[config.mk]
export PLATFORM = sky130hd
export DESIGN_NAME = spi_frame_fsm
export DESIGN_NICKNAME = d
export VERILOG_FILES = /design/src/rtl/spi_frame_fsm.sv
export SDC_FILE = /design/constraint.sdc
export NUM_CORES = 1
export LEC_CHECK = 0
export ABC_AREA = 1
export CAP_MARGIN = 0
export CORE_UTILIZATION = 51
export CTS_CLUSTER_SIZE = 10
export DETAILED_ROUTE_END_ITERATION = 12
export PLACE_DENSITY = 0.78
export REMOVE_ABC_BUFFERS = 1
export SLEW_MARGIN = 0
export SYNTH_ARGS = -nofsm -noshare
export SYNTH_HDL_FRONTEND = slang
export SYNTH_SLANG_ARGS = --single-unit
[constraint.sdc]
create_clock -name clk -period 2.1 [get_ports clk]
set_input_delay 0.42 -clock clk [delete_from_list [all_inputs] [get_ports clk]]
set_output_delay 0.42 -clock clk [all_outputs]
set_load 0.02 [all_outputs]
[src/rtl/spi_frame_fsm.sv]
// spi_frame_fsm: brings SPI cs/sck into the clk domain, counts sck rising
// edges per frame and flags each frame as good or bad-length.
module spi_frame_fsm #(
  parameter int FRAME_BITS     = 8,
  parameter int SYNC_STAGES    = 2,
  parameter int CS_ACTIVE_HIGH = 1,
  parameter int ONE_SHOT       = 0,
  parameter int CNT_W          = 8,
  localparam int BCW           = $clog2(FRAME_BITS + 2)
) (
  input  logic             clk,
  input  logic             reset,
  input  logic             cs,
  input  logic             sck,
  input  logic             ack,
  output logic             ready,
  output logic             frame_ok,
  output logic             frame_err,
  output logic             overrun,
  output logic             busy,
  output logic [BCW-1:0]   bit_count,
  output logic [CNT_W-1:0] frame_count
);

  localparam logic CS_ON   = (CS_ACTIVE_HIGH != 0);
  localparam logic CS_IDLE = ~CS_ON;
  localparam logic [BCW-1:0] N_GOOD = BCW'(FRAME_BITS);
  localparam logic [BCW-1:0] N_SAT  = BCW'(FRAME_BITS + 1);

  typedef enum logic [1:0] {
    IDLE   = 2'd0,
    ACTIVE = 2'd1,
    DONE   = 2'd2
  } state_t;

  logic [SYNC_STAGES-1:0] cs_sync_q;
  logic [SYNC_STAGES-1:0] sck_sync_q;
  logic                   cs_d_q;
  logic                   sck_d_q;
  logic                   cs_s;
  logic                   sck_s;
  logic                   cs_act_s;
  logic                   cs_act_d;
  logic                   cs_rise;
  logic                   cs_fall;
  logic                   sck_rise;

  state_t                 state_q, state_d;
  logic [BCW-1:0]         cnt_q, cnt_d;
  logic [BCW-1:0]         cnt_n;
  logic [CNT_W-1:0]       fcnt_q, fcnt_d;
  logic                   ready_q, ready_d;
  logic                   ovr_q, ovr_d;
  logic                   ok_q, ok_d;
  logic                   err_q, err_d;

  // Sync chains reset to the idle pin levels so release makes no edge
  always_ff @(posedge clk or posedge reset) begin
    if (reset) begin
      cs_sync_q  <= {SYNC_STAGES{CS_IDLE}};
      sck_sync_q <= '0;
      cs_d_q     <= CS_IDLE;
      sck_d_q    <= 1'b0;
    end else begin
      cs_sync_q  <= {cs_sync_q[SYNC_STAGES-2:0], cs};
      sck_sync_q <= {sck_sync_q[SYNC_STAGES-2:0], sck};
      cs_d_q     <= cs_s;
      sck_d_q    <= sck_s;
    end
  end

  assign cs_s     = cs_sync_q[SYNC_STAGES-1];
  assign sck_s    = sck_sync_q[SYNC_STAGES-1];
  assign cs_act_s = ~(cs_s ^ CS_ON);
  assign cs_act_d = ~(cs_d_q ^ CS_ON);
  assign cs_rise  = cs_act_s & ~cs_act_d;
  assign cs_fall  = ~cs_act_s & cs_act_d;
  assign sck_rise = sck_s & ~sck_d_q;

  assign cnt_n = (sck_rise && cnt_q != N_SAT) ? cnt_q + 1'b1 : cnt_q;

  always_ff @(posedge clk or posedge reset) begin
    if (reset) begin
      state_q <= IDLE;
      cnt_q   <= '0;
      fcnt_q  <= '0;
      ready_q <= 1'b0;
      ovr_q   <= 1'b0;
      ok_q    <= 1'b0;
      err_q   <= 1'b0;
    end else begin
      state_q <= state_d;
      cnt_q   <= cnt_d;
      fcnt_q  <= fcnt_d;
      ready_q <= ready_d;
      ovr_q   <= ovr_d;
      ok_q    <= ok_d;
      err_q   <= err_d;
    end
  end

  always_comb begin
    state_d = state_q;
    cnt_d   = cnt_q;
    fcnt_d  = fcnt_q;
    ready_d = ready_q;
    ovr_d   = ovr_q;
    ok_d    = 1'b0;
    err_d   = 1'b0;
    case (state_q)
      IDLE: begin
        if (cs_rise) begin
          state_d = ACTIVE;
          cnt_d   = '0;
        end
      end
      ACTIVE: begin
        cnt_d = cnt_n;
        if (cs_fall) begin
          if (cnt_n == N_GOOD) begin
            ok_d    = 1'b1;
            fcnt_d  = fcnt_q + 1'b1;
            ready_d = 1'b1;
            state_d = DONE;
          end else begin
            err_d   = 1'b1;
            state_d = IDLE;
          end
        end
      end
      DONE: begin
        // ack consumes any cs edge arriving in the same cycle
        if (ONE_SHOT == 0) begin
          if (ack) begin
            ready_d = 1'b0;
            ovr_d   = 1'b0;
            state_d = IDLE;
          end else if (cs_rise) begin
            ovr_d   = 1'b1;
          end
        end
      end
      default: state_d = IDLE;
    endcase
  end

  assign ready       = ready_q;
  assign frame_ok    = ok_q;
  assign frame_err   = err_q;
  assign overrun     = ovr_q;
  assign busy        = (state_q == ACTIVE);
  assign bit_count   = cnt_q;
  assign frame_count = fcnt_q;

endmodule

# Word-level counts from Yosys, hierarchy flattened
# Cells that the tools add are included.
[classes] reduce_logical=10 n_bitwise=6 eq_ne=8 mux=20 n_addsub=2
[op_table] cell="$mux W1" n=11
[op_table] cell="$add A8 B1 Y8 const B" n=1
[op_table] cell="$mux W2" n=4
[op_table] cell="$mux W4" n=2
[op_table] cell="$pmux W4 S2" n=1
[op_table] cell="$pmux W2 S3" n=1
[op_table] cell="$reduce_and A3 Y1" n=2
[op_table] cell="$reduce_bool A2 Y1" n=3
[op_table] cell="$add A4 B1 Y4 const B" n=1
[op_table] cell="$eq A4 B4 Y1 const B" n=1
[op_table] cell="$ne A2 B1 Y1 const B" n=2
[op_table] cell="$ne A2 B2 Y1 const B" n=2
[op_table] cell="$ne A4 B4 Y1 const B" n=1
[op_table] cell="$reduce_and A2 Y1" n=2
[op_table] cell="$reduce_and A4 Y1" n=1
[op_table] cell="$and A1 B1 Y1" n=3
[op_table] cell="$not A1 Y1" n=3
[op_table] cell="$eq A2 B1 Y1 const B" n=1
[op_table] cell="$eq A2 B2 Y1 const B" n=1
[op_table] cell="$logic_not A2 Y1" n=1
[op_table] cell="$pmux W1 S2" n=1
[op_table] cell="$logic_and A1 B1 Y1" n=1
[totals] output_inout_bits=17 reg_bits=24 elab_cells=57 input_bits=5

# Longest topological paths before layout
# Gate-level depths: netlist (run 1).
[depth] depth_word=8 depth_mapped=12 mapped_depth_nobuf=11

# Least setup slack after synthesis (run 1)
# Ideal clock, no wire load.
[synth_path] kind="reg-to-reg" startpoint="reg cnt_q[1], in the netlist bit_count[1]" endpoint="reg fcnt_q[5], in the netlist frame_count[5]" path_stages_with_launch=12 setup_time_ns=0.118 synth_period_minus_slack_ns=1.745 required_ns=1.982 t_arrival_ns=1.627 slack_ns=0.355 path_buffers=1 path_cell_list="dfrtp_1 inv_1 ha_1 nand3_4 nand2_4 nand2_2 nand2_2 nor2_4 nand3_4 buf_6 nand2_2 nand2_1"
[synth_between] elab_chain_cells=5 word_cells_on_any_way=6 classes_between="add/sub (1); eq/ne (2); mux (1); reduce/logical (2)"
[synth_lines] item="start, declared" line_no="49" rtl="logic [BCW-1:0] cnt_q, cnt_d;"
[synth_lines] item="start signal, assigned" line_no="93" rtl="cnt_q <= cnt_d;"
[synth_lines] item="branches (longest 2 deep; another with $add A4 B1 Y4)"
[synth_lines] item="$mux W4 (*)" line_no="80" rtl="assign cnt_n = (sck_rise && cnt_q != N_SAT) ? cnt_q + 1'b1 : cnt_q;"
[synth_lines] item="$eq A4 B4 Y1 (*)" line_no="120" rtl="if (cnt_n == N_GOOD) begin"
[synth_lines] item="$reduce_and A3 Y1 (no line) (*)"
[synth_lines] item="end signal, assigned" line_no="94" rtl="fcnt_q <= fcnt_d;"
[synth_lines] item="end, declared" line_no="51" rtl="logic [CNT_W-1:0] fcnt_q, fcnt_d;"
# Every way passes the cells marked *.
# A chain may end at the register's enable or synchronous reset.

# Final worst setup path (run 1)
[layout_path] startpoint="reg state_q[1]" endpoint="out busy"
[layout_between] elab_chain_cells=1
[layout_lines] item="start, declared" line_no="48" rtl="state_t state_q, state_d;"
[layout_lines] item="start signal, assigned" line_no="92" rtl="state_q <= state_d;"
[layout_lines] item="$eq A2 B1 Y1" line_no="151" rtl="assign busy = (state_q == ACTIVE);"
[layout_lines] item="end, declared" line_no="20" rtl="output logic busy,"
# No other way between the ends.

==> results of run 1 <==
-- layout make-up --
cell class | instances | area [um2]
clock buffer | 4 | 36.3
fill | 179 | 729
inverter | 19 | 71.3
tap | 28 | 35.0
multi-input combinational | 86 | 564
sequential | 24 | 601
timing repair buffer | 22 | 218
-- synthesized netlist by cell type (2+ instances only) --
cell     instances  share of area
xnor2_1          3          0.021
nor2_8           2          0.032
nor2_1           5          0.015
nor2_2           2          0.010
o21ai_2          2          0.014
nand3_1          5          0.020
nand2_2         11          0.055
inv_1           17          0.051
nand4_1         11          0.055
ha_1             3          0.030
o21ai_0          4          0.016
nand3_4          2          0.028
xor2_1           3          0.021
nand2_1         26          0.078
inv_2            2         0.0060
dfrtp_1         24           0.48
nor2_4           2          0.018
-- metrics by stage --
| stage | cell area, um2 | util | hold WS, ns | std cells |
|---|---|---|---|---|
| 6_report | 1530 | 0.676 | 0.361 | 183 |
| 5_1_grt | 1530 | 0.676 | 0.375 | 183 |
| 4_1_cts | 1530 | 0.676 | 0.363 | 183 |
| 3_5_place_dp | 1490 | 0.660 | 0.335 | 179 |
| 3_3_place_gp | 1490 | 0.660 | 0.333 | 179 |
| 2_1_floorplan | 1240 | - | 0.331 | 129 |
-- metal layers --
layer,vias up,track usage
met5,-,0
met4,0,0.0901
met3,2,0.0327
met2,19,0.307
met1,428,0.242
li1,469,-
-- power groups by stage --
stage          Combinational, mW  Clock (mW)  Sequential [mW]
6_report                   0.364       0.236            0.544
5_1_grt                    0.402       0.267            0.551
4_1_cts                    0.368       0.249            0.544
3_5_place_dp               0.367           0            0.553
3_3_place_gp               0.363           0            0.549
2_1_floorplan              0.222           0            0.580
-- registers in the layout (all words and copies together), names as in the netlist --
signal / count
bit_count: 4
sck_sync_q: 2
frame_count: 8
overrun: 1
sck_d_q: 1
cs_sync_q: 2
frame_ok: 1
ready: 1
state_q: 2
frame_err: 1
cs_act_d: 1
-- worst min-delay path by stage --
stage / from / to / slack, ns / cells past startpoint
after global routing: cs_sync_q[0] / cs_sync_q[1] / 0.37 / 0
final: sck_sync_q[0] / sck_sync_q[1] / 0.36 / 0
after floorplan: cs_sync_q[0] / cs_sync_q[1] / 0.33 / 0
after CTS: sck_sync_q[0] / sck_sync_q[1] / 0.36 / 0
after detailed placement: sck_sync_q[0] / sck_sync_q[1] / 0.33 / 0
after global placement: sck_sync_q[0] / sck_sync_q[1] / 0.33 / 0
-- logic make-up (layout without fill, tap and decap cells) --
family | count (synthesis) | after routing | synth area share
XOR/XNOR | 6 | 6 | 0.0421
flip-flops | 24 | 24 | 0.481
AND/OR/NAND/NOR | 67 | 67 | 0.321
buffers and inverters | 20 | 45 | 0.0662
adder cells (fa/ha/maj) | 3 | 3 | 0.0301
AO/OA/AOI/OAI | 10 | 10 | 0.0592
-- worst max-delay path, delay by kind of cell (launching register included) --
| family | cells | cell delay, ns |
|---|---|---|
| buffers and inverters | 1 | 0.62 |
| DFF | 1 | 0.45 |
| and+or+nand+nor | 1 | 0.18 |
==> flow_metrics.env, run 1 <==
export IMPL_dr_total_vias=918
export IMPL_die_w_um=51.5
export IMPL_leakage_nw=0.727
export IMPL_syn2layout_area_growth_pct=22.3
export IMPL_syn_avg_cell_area_um2=9.60
export IMPL_setup_viol=0
export IMPL_p_comb_frac=0.318
export IMPL_pre_cts_slack_ns=0.287
export IMPL_detail_route_vias_per_cell=5.02
export IMPL_hold_violations=0
export IMPL_crit_start="state_q[1]"
export IMPL_post_cts_resized=0
export IMPL_wl_um=2070
export IMPL_place_gp_congestion=0.839
export IMPL_finClkSkew_ns=0.0108
export IMPL_path_max_fanout=5
export IMPL_tns_ns=0
export IMPL_power_frac_seq=0.476
export IMPL_initial_core_util=0.553
export IMPL_rsz0062_at_grt="false"
export IMPL_io_pins=22
export IMPL_timing_max_cap_violations=0
export IMPL_ys_warn_count=0
export IMPL_die_area_um2=2650
export IMPL_worst_skew_pair_late_latency_ns=0.31
export IMPL_hold_class="reg2reg"
export IMPL_worst_r2r_endpoint="frame_count[4]"
export IMPL_power_frac_clock=0.206
export IMPL_clockBufferDepth=2
export IMPL_peakVddDrop_mv=0.512
export IMPL_r2r_setup_slack_ns=0.28
export IMPL_gr_total_overflow=0
export IMPL_wl_met2_um=1010
export IMPL_dp_hpwl_um=1570
export IMPL_crit_path_max_incr_delay_ns=0.62
export IMPL_h_tree_depth=1
export IMPL_status="finished clean"
export IMPL_swShare=0.352
export IMPL_cts_sinks=24
export IMPL_cp_arrival_ns=1.55
export IMPL_ys_types=23
export IMPL_final_cell_mix="26 x nand2_1, 24 x dfrtp_1, 21 x clkdlybuf4s50_1"
export IMPL_synth_seq_cells=24
export IMPL_cts_made_buffers=3
export IMPL_synth_ff_type="dfrtp_1"
export IMPL_synth_cells=130
export IMPL_async_reset_ff_frac=1.00
export IMPL_cts_root_buf="clkbuf_4"
export IMPL_drcViolationCount=0
export IMPL_io_buffers=21
export IMPL_synth_enable_flop_cells=0
export IMPL_antenna_found_initial=0
export IMPL_crit_end="busy"
export IMPL_grt_pass1_vias=903
export IMPL_cp_required_ns=1.68
export IMPL_holdBufCountCts=0
export IMPL_drive_above_1_share=0.194
export IMPL_slew_violations=0
export IMPL_power_density_nw_per_um2=750
export IMPL_setup_slack_ns=0.130
export IMPL_yosysSeqAreaShare=0.481
export IMPL_cts_clk_slew_worst_paths_ns=0.12
export IMPL_start_kind="register"
export IMPL_cts_tree="built"
export IMPL_fin_nets=164
export IMPL_wl_met1_um=975
export IMPL_die_h_um=51.5
export IMPL_worstMarginPinSlew_ns=0.443
export IMPL_drt_initial_drc_count=20
export IMPL_maxSlewHeadroom=0.705
export IMPL_drt_pass1_iter_count=4
export IMPL_grt_pass1_wl_um=3720
export IMPL_top_layer="met4"
export IMPL_path_cells="nor2_4 -> clkdlybuf4s50_1"
export IMPL_grt_max_degree=25
export IMPL_wire_per_inst_um=11.3
export IMPL_fmaxAchievable_ghz=0.508
export IMPL_final_period_utilization=0.938
export IMPL_layout_min_cycle_time_ns=1.97
export IMPL_cts_setup_buffers=0
export IMPL_r2r_start="bit_count[1]"
export IMPL_rr_worst_depth=11
export IMPL_endpoint_kind="primary output"
export IMPL_critPathKind="reg2out"
export IMPL_route_met3_wl_um=67
export IMPL_cp_slowest_cell="clkdlybuf4s50_1"
export IMPL_final_common_cell="nand2_1"
export IMPL_n_antenna_cell=0
export IMPL_internal_power_mw=0.741
export IMPL_rows=17
export IMPL_coreArea_um2=2250
export IMPL_ant_nets=0
export IMPL_grt_use_total=0.189
export IMPL_switchingPower_mw=0.403
export IMPL_mappedNetlistArea_um2=1250
export IMPL_p_total_mw=1.14
No activity file was read; power rests on OpenSTA's default activity.
==> inputs of run 2 (changes only) <==
CORE_UTILIZATION = 55   (was 51)
PLACE_DENSITY = 0.83   (was 0.78)
clock period = 2.3 ns   (was 2.1 ns; I/O delays follow)
==> flow_metrics.env, run 2 (synthesis results as in run 1) <==
export IMPL_gr_total_overflow=0
export IMPL_worst_skew_pair_late_latency_ns=0.32
export IMPL_drive_above_1_share=0.188
export IMPL_holdBufCountCts=0
export IMPL_ant_nets=0
export IMPL_dr_total_vias=954
export IMPL_die_w_um=49.6
export IMPL_grt_pass1_wl_um=4220
export IMPL_worst_r2r_endpoint="frame_count[1]"
export IMPL_h_tree_depth=1
export IMPL_clockBufferDepth=2
export IMPL_power_frac_seq=0.486
export IMPL_drt_pass1_iter_count=5
export IMPL_coreArea_um2=2040
export IMPL_drcViolationCount=0
export IMPL_grt_pass1_vias=952
export IMPL_final_cell_mix="26 x nand2_1, 24 x dfrtp_1, 21 x clkdlybuf4s50_1"
export IMPL_pre_cts_slack_ns=0.492
export IMPL_p_comb_frac=0.330
export IMPL_power_frac_clock=0.184
export IMPL_cts_sinks=24
export IMPL_wl_um=2370
export IMPL_utilization=0.740
export IMPL_cts_tree="built"
export IMPL_p_total_mw=1.02
export IMPL_post_cts_resized=0
export IMPL_syn2layout_area_growth_pct=21.1
export IMPL_r2r_setup_slack_ns=0.48
export IMPL_finClkSkew_ns=0.00979
export IMPL_cp_required_ns=1.84
export IMPL_tns_ns=0
export IMPL_cp_arrival_ns=1.56
export IMPL_n_antenna_cell=0
export IMPL_drt_initial_drc_count=22
export IMPL_final_period_utilization=0.876
export IMPL_whs_ns=0.328
export IMPL_io_buffers=21
export IMPL_detail_route_vias_per_cell=5.27
export IMPL_setup_viol=0
export IMPL_setup_slack_ns=0.285
export IMPL_cts_root_buf="clkbuf_4"
export IMPL_cts_setup_buffers=0
export IMPL_timing_max_cap_violations=0
export IMPL_path_max_fanout=5
export IMPL_swShare=0.373
export IMPL_internal_power_mw=0.642
export IMPL_antenna_found_initial=0
export IMPL_maxSlewHeadroom=0.717
export IMPL_wire_per_inst_um=13.1
export IMPL_rsz0062_at_grt="false"
export IMPL_slew_violations=0
export IMPL_grt_use_total=0.231
export IMPL_status="finished clean"
export IMPL_switchingPower_mw=0.381
export IMPL_die_area_um2=2460
export IMPL_dp_hpwl_um=1730
export IMPL_fmaxAchievable_ghz=0.496
export IMPL_worstMarginPinSlew_ns=0.424
export IMPL_r2r_start="bit_count[1]"
export IMPL_leakage_nw=0.719
export IMPL_final_area_um2=1510
export IMPL_hold_violations=0
export IMPL_cts_made_buffers=3
export IMPL_place_area_um2=1490
export IMPL_fin_nets=164
export IMPL_layout_min_cycle_time_ns=2.02
export IMPL_crit_start="state_q[1]"
export IMPL_power_density_nw_per_um2=677
export IMPL_final_cells=181
export IMPL_io_pins=22
export IMPL_place_inst=178
export IMPL_hold_class="in2async"
export IMPL_rr_worst_depth=10
export IMPL_peakVddDrop_mv=0.606
export IMPL_start_kind="register"
export IMPL_grt_max_degree=20
export IMPL_endpoint_kind="primary output"
export IMPL_cts_clk_slew_worst_paths_ns=0.12
export IMPL_place_gp_congestion=0.860
export IMPL_largest_reg_flops=8
export IMPL_final_common_cell="nand2_1"
export IMPL_crit_end="busy"
export IMPL_rows=16
export IMPL_critPathKind="reg2out"
export IMPL_initial_core_util=0.611
export IMPL_die_h_um=49.6
## run 2: changes by cell type in the layout (fill, tap and decap cells not counted), sizes merged
cell	previous run	this run
clkbuf	4	3
## run 2: power by group through the flow
stage | logic, mW | clock network (mW) | registers, mW
5_1_grt | 0.373 | 0.202 | 0.503
4_1_cts | 0.339 | 0.191 | 0.497
6_report | 0.337 | 0.189 | 0.497
2_1_floorplan | 0.203 | 0 | 0.530
3_5_place_dp | 0.334 | 0 | 0.505
3_3_place_gp | 0.331 | 0 | 0.501
## run 2: worst min-delay path by stage
stage / from / end / cells past startpoint
6_report: reset / sck_sync_q[0] / 2
2_1_floorplan: cs_sync_q[0] / cs_sync_q[1] / 0
3_5_place_dp: sck_sync_q[0] / sck_sync_q[1] / 0
5_1_grt: reset / sck_sync_q[0] / 2
3_3_place_gp: sck_sync_q[0] / sck_sync_q[1] / 0
4_1_cts: reset / sck_sync_q[0] / 2
## run 2: area by class of cell
| class | instances | area [um2] |
|---|---|---|
| repair buffers | 22 | 218 |
| inverters | 19 | 71.3 |
| fillers | 167 | 532 |
| multi-input cells | 86 | 564 |
| well taps | 27 | 33.8 |
| flip-flops and latches | 24 | 601 |
| clock buffers | 3 | 22.5 |
## run 2: metal layers
metal | GRT usage | vias to the layer above | share of wire
li1 | - | 467 | -
met1 | 0.267 | 445 | 0.45
met2 | 0.408 | 31 | 0.48
met3 | 0.0401 | 11 | 0.034
met4 | 0.114 | 0 | 0.032
met5 | 0 | - | 0
## run 2: critical path: stages (launching register included)
cell and delay [ns]:
dfrtp_1 0.45, nor2_4 0.17, clkdlybuf4s50_1 0.62
==> inputs of run 3 (changes only) <==
TNS_END_PERCENT = 5   (was default)
==> results of run 3 <==
No change in the layout: final DEF, timing and power equal those of run 2.
